File: src/rtl/twos_to_signmag.sv
// twos_to_signmag: bit-serial two's-complement to sign-magnitude decoder.
// One word in, LSB-first conversion at one bit per clock, sign + magnitude out.
module twos_to_signmag #(
    parameter int WIDTH = 8
) (
    input  logic             clk,
    input  logic             rst_n,
    input  logic             in_valid,
    output logic             in_ready,
    input  logic [WIDTH-1:0] in_data,
    output logic             out_valid,
    input  logic             out_ready,
    output logic             out_sign,
    output logic [WIDTH-1:0] out_mag,
    output logic             out_minneg
);

    localparam int CW = $clog2(WIDTH);

    typedef enum logic [1:0] {
        S_IDLE,
        S_SHIFT,
        S_DONE
    } state_t;

    state_t           r_state;
    logic [WIDTH-1:0] r_shift;
    logic [WIDTH-2:0] r_work;
    logic [CW-1:0]    r_cnt;
    logic             r_seen_one;
    logic             r_sign;
    logic             r_in_ready;
    logic             r_out_valid;
    logic             r_out_sign;
    logic [WIDTH-1:0] r_out_mag;
    logic             r_out_minneg;

    logic             w_bit;
    logic             w_obit;
    logic             w_last;
    logic [WIDTH-1:0] w_work_nxt;

    // Negative words keep bits up to the first 1, then invert the rest.
    assign w_bit      = r_shift[0];
    assign w_obit     = (r_sign & r_seen_one) ? ~w_bit : w_bit;
    assign w_work_nxt = {w_obit, r_work};
    assign w_last     = (r_cnt == CW'(WIDTH - 1));

    assign in_ready   = r_in_ready;
    assign out_valid  = r_out_valid;
    assign out_sign   = r_out_sign;
    assign out_mag    = r_out_mag;
    assign out_minneg = r_out_minneg;

    // Control FSM and datapath: accept, shift WIDTH bits, hold result.
    always_ff @(posedge clk or negedge rst_n) begin
        if (!rst_n) begin
            r_state      <= S_IDLE;
            r_shift      <= '0;
            r_work       <= '0;
            r_cnt        <= '0;
            r_seen_one   <= 1'b0;
            r_sign       <= 1'b0;
            r_in_ready   <= 1'b1;
            r_out_valid  <= 1'b0;
            r_out_sign   <= 1'b0;
            r_out_mag    <= '0;
            r_out_minneg <= 1'b0;
        end else begin
            unique case (r_state)
                S_IDLE: begin
                    if (in_valid) begin
                        r_shift    <= in_data;
                        r_sign     <= in_data[WIDTH-1];
                        r_work     <= '0;
                        r_cnt      <= '0;
                        r_seen_one <= 1'b0;
                        r_in_ready <= 1'b0;
                        r_state    <= S_SHIFT;
                    end
                end
                S_SHIFT: begin
                    r_shift    <= r_shift >> 1;
                    r_work     <= w_work_nxt[WIDTH-1:1];
                    r_seen_one <= r_seen_one | w_bit;
                    r_cnt      <= r_cnt + CW'(1);
                    if (w_last) begin
                        // No 1 in the low bits of a negative word means -2^(W-1).
                        r_out_mag    <= w_work_nxt;
                        r_out_sign   <= r_sign;
                        r_out_minneg <= r_sign & ~r_seen_one;
                        r_out_valid  <= 1'b1;
                        r_state      <= S_DONE;
                    end
                end
                S_DONE: begin
                    if (out_ready) begin
                        r_out_valid <= 1'b0;
                        r_in_ready  <= 1'b1;
                        r_state     <= S_IDLE;
                    end
                end
                default: begin
                    r_state <= S_IDLE;
                end
            endcase
        end
    end

endmodule
File: config.mk
export PLATFORM = sky130hd
export DESIGN_NAME = twos_to_signmag
export DESIGN_NICKNAME = d
export VERILOG_FILES = /design/src/rtl/twos_to_signmag.sv
export SDC_FILE = /design/constraint.sdc
export NUM_CORES = 1
export LEC_CHECK = 0
export CORE_MARGIN = 8
export CORE_UTILIZATION = 51
export DETAILED_ROUTE_END_ITERATION = 6
export PLACE_DENSITY = 0.74
export SLEW_MARGIN = 20
export SYNTH_ARGS = -nofsm -noshare
export SYNTH_HDL_FRONTEND = slang
export SYNTH_SLANG_ARGS = --single-unit
File: constraint.sdc
create_clock -name clk -period 1.8 [get_ports clk]
set_input_delay 0.36 -clock clk [delete_from_list [all_inputs] [get_ports clk]]
set_output_delay 0.36 -clock clk [all_outputs]
set_load 0.02 [all_outputs]
==> impl_metrics.json <==
{
  "synthCells": 113,
  "synth.cell_area_sq_um": 1430,
  "run_status": "finished, final reports clean",
  "synth-simple-area-share": 0.0794,
  "routed_wl_um": 2580,
  "placement.io_buffers": 23,
  "die_width_um": 69.0,
  "post_synth.cell_area_avg_sq_um": 12.7,
  "max_cap_viol_count": 0,
  "reg2reg_from": "r_cnt[0]",
  "crit_path_start": "out_valid",
  "core-area_sq_um": 2710,
  "via_count_of_the_first_global_routing_pass": 980,
  "worst_ep_required_time_ns": 1.44,
  "synth-async-reset-ratio": 1.00,
  "final_hold_viol_count": 0,
  "routed_wire_length_per_instance_um": 14.9,
  "post_synth_num_cell_types": 21,
  "timing.slew.headroom": 0.720,
  "fp-row-count": 19,
  "total_count_of_max_transition_violations_in_the_final_report": 0,
  "grt_start_max_net_pins": 35,
  "yosysMostFrequentCell": "sky130_fd_sc_hd__dfrtp_1",
  "worst_ir_drop_vdd_uv": 1100,
  "fmax_mhz": 580,
  "finalClockSkew_ns": 0.00849,
  "crit_fanout": 3,
  "cts.repair.resized": 1,
  "floorplan.die_area_sq_um": 4760,
  "cpLargestDelayFamily": "buffers and inverters",
  "synth_top_area_share": 0.576,
  "ys_top_cells_by_count": "sky130_fd_sc_hd__dfrtp_1 (33), sky130_fd_sc_hd__nand2_1 (14), sky130_fd_sc_hd__o21ai_0 (13), sky130_fd_sc_hd__a22o_1 (9), sky130_fd_sc_hd__mux2i_1 (7)",
  "yosys_register_bits": 34,
  "worstSetupPathType": "reg -> out",
  "initial_utilization": 0.529,
  "synth-warning-count": 0,
  "layout.nets": 155,
  "floorplan.io_pins": 24,
  "gr-usage-all-layers": 0.116,
  "muxShareOfSynthArea": 0.133,
  "dominant_combinational_cell_family_by_area_after_synthesis": "compound AO/OA/AOI/OAI gates",
  "final-setup-viol-count": 0,
  "synthFlopType": "sky130_fd_sc_hd__dfrtp_1",
  "post_drt_via_cell_ratio": 5.36,
  "cts_post_setup_buffers_inserted": 0,
  "grt_pass1_wl_um": 4550,
  "drive_gt1_frac": 0.169,
  "drcViolationCount": 0,
  "dp.cells": 165,
  "unrepaired_setup_endpoints_after_global_routing": "no",
  "tritoncts": "built",
  "fp.dieH_um": 69.0,
  "critical-path-slowest-cell": "sky130_fd_sc_hd__clkdlybuf4s50_1",
  "finalNonFillerCells": 173,
  "cts_sinks": 34,
  "power-per-cell-area_nw_per_um2": 1720,
  "ys_seq_area_frac": 0.594,
  "path_clk_slew_ns": 0.11,
  "end_kind": "output port",
  "worst_hold_path_type": "in -> async",
  "antenna_cells": 0,
  "ctsRootBufferMaster": "sky130_fd_sc_hd__clkbuf_4",
  "worst_skew_pair.late_latency_ns": 0.34,
  "startpoint_type": "register",
  "numCtsBuffers": 5,
  "drt_first_pass_iters": 4,
  "worst-endpoint-arrival_ns": 1.36,
  "critical_path.max_stage_delay_ns": 0.62,
  "route.antenna.remaining_nets": 0,
  "hold_buffers": 0,
  "final_worst_path_period_need_ns": 1.72,
  "hpwl_reported_at_the_end_of_detailed_placement_um": 1780,
  "grt_remaining_overflow": 0,
  "period_share": 0.957,
  "routabilityCongestion": 0.715,
  "totalNegativeSetupSlack_ns": 0,
  "area_growth_pct": 24.9,
  "synth-edff-count": 0,
  "critPathBufInv": 1,
  "ctsLongestPathBuffers": 2,
  "cp_cell_sequence": "clkdlybuf4s50_1",
  "synth_compound_gate_area_share": 0.134,
  "post-synth-top-area-cell": "sky130_fd_sc_hd__dfrtp_1",
  "syn-num-nets": 127,
  "initialDrtViolationCount": 37,
  "number_of_antenna_violations_at_the_first_check_in_global_routing": 0,
  "cts_max_level": 2,
  "p_leak_uw": 0.000864,
  "route.vias.total": 928,
  "setup.reg_to_reg.worst_slack_ns": 0.24,
  "worst_pin_slew_ns": 0.421,
  "xor_and_xnor_area_share_after_synthesis": 0.00611,
  "synthTopCellsByArea": "sky130_fd_sc_hd__dfrtp_1 (58%), sky130_fd_sc_hd__a22o_1 (5.5%), sky130_fd_sc_hd__mux2_4 (5.2%), sky130_fd_sc_hd__mux2i_1 (4.9%), sky130_fd_sc_hd__o21ai_0 (4.5%)",
  "synth-adder-area-share": 0.0175
}
-- cell families (layout without fill, tap and decap cells) --
logic type,after synthesis,in the layout
DFF,34,34
AOI/OAI and AO/OA,30,30
and+or+nand+nor,22,22
muxes,16,16
buffers and inverters,8,37
adders and majority gates,2,2
xor gates and xnor gates,1,1
-- area by class of cell --
class | instances | area [sq um]
Tap cell | 31 | 38.8
Clock inverter | 3 | 68.8
Inverter | 3 | 11.3
Sequential cell | 34 | 852
Clock buffer | 5 | 37.5
Fill cell | 229 | 920
Timing Repair Buffer | 26 | 251
Multi-Input combinational cell | 71 | 531
-- routing by layer --
layer  vias to the layer above  global-route usage  share of wire
met3                         5              0.0458          0.053
met2                        23               0.182           0.48
met4                         0              0.0478          0.017
li1                        451                   -              -
met1                       449               0.138           0.45
met5                         -                   0              0
-- power breakdown --
| group | total, uW | internal (uW) | switching [uW] |
|---|---|---|---|
| Clock | 705 | 435 | 271 |
| Combinational | 1080 | 568 | 511 |
| Sequential | 1290 | 1070 | 221 |
| Total | 3080 | 2070 | 1000 |
-- cells in the final DEF (no fill, tap or decap) --
cell / count
sky130_fd_sc_hd__o21bai_2: 1
sky130_fd_sc_hd__ha_1: 2
sky130_fd_sc_hd__clkinv_4: 1
sky130_fd_sc_hd__nand2b_1: 3
sky130_fd_sc_hd__clkbuf_4: 5
sky130_fd_sc_hd__clkdlybuf4s50_1: 22
sky130_fd_sc_hd__xor2_1: 1
sky130_fd_sc_hd__dfrtp_1: 33
sky130_fd_sc_hd__o21ai_0: 13
sky130_fd_sc_hd__bufinv_16: 2
sky130_fd_sc_hd__mux2_2: 4
sky130_fd_sc_hd__o31ai_1: 1
sky130_fd_sc_hd__mux2_4: 5
sky130_fd_sc_hd__dlygate4sd2_1: 1
sky130_fd_sc_hd__a21oi_1: 6
sky130_fd_sc_hd__buf_4: 3
sky130_fd_sc_hd__nor2_1: 3
sky130_fd_sc_hd__nand2_1: 14
sky130_fd_sc_hd__nor2_4: 1
sky130_fd_sc_hd__nand3b_4: 1
sky130_fd_sc_hd__mux2i_1: 7
sky130_fd_sc_hd__inv_1: 3
sky130_fd_sc_hd__dfstp_2: 1
sky130_fd_sc_hd__a22o_1: 9
-- registers in the layout, summed over array words and instances, names as in the netlist --
register / cells
r_shift: 8
r_work: 7
out_mag: 8
r_sign: 1
out_sign: 1
in_ready: 1
r_seen_one: 1
out_minneg: 1
r_cnt: 3
out_valid: 1
r_state: 2
-- worst paths after layout --
path | cells past startpoint | to
min in group clk | 2 | r_shift[1]
min reg2reg | 2 | r_shift[1]
max reg2reg | 4 | out_mag[1]
max | 1 | out_valid
max in group asynchronous | 2 | in_ready
min | 2 | out_mag[7]
-- metrics by stage --
step	hold slack (ns)	cell area, sq um	setup slack, ns	utilization	power [uW]
2_1_floorplan	0.0644	1430	0.358	-	2020
3_3_place_gp	0.460	1690	0.217	0.622	2360
3_5_place_dp	0.469	1690	0.196	0.622	2400
4_1_cts	0.416	1790	0.0549	0.661	3120
5_1_grt	0.448	1790	0.00346	0.661	3300
6_report	0.408	1790	0.0770	0.661	3080
Note: power is estimated with default switching activity, not from simulation.
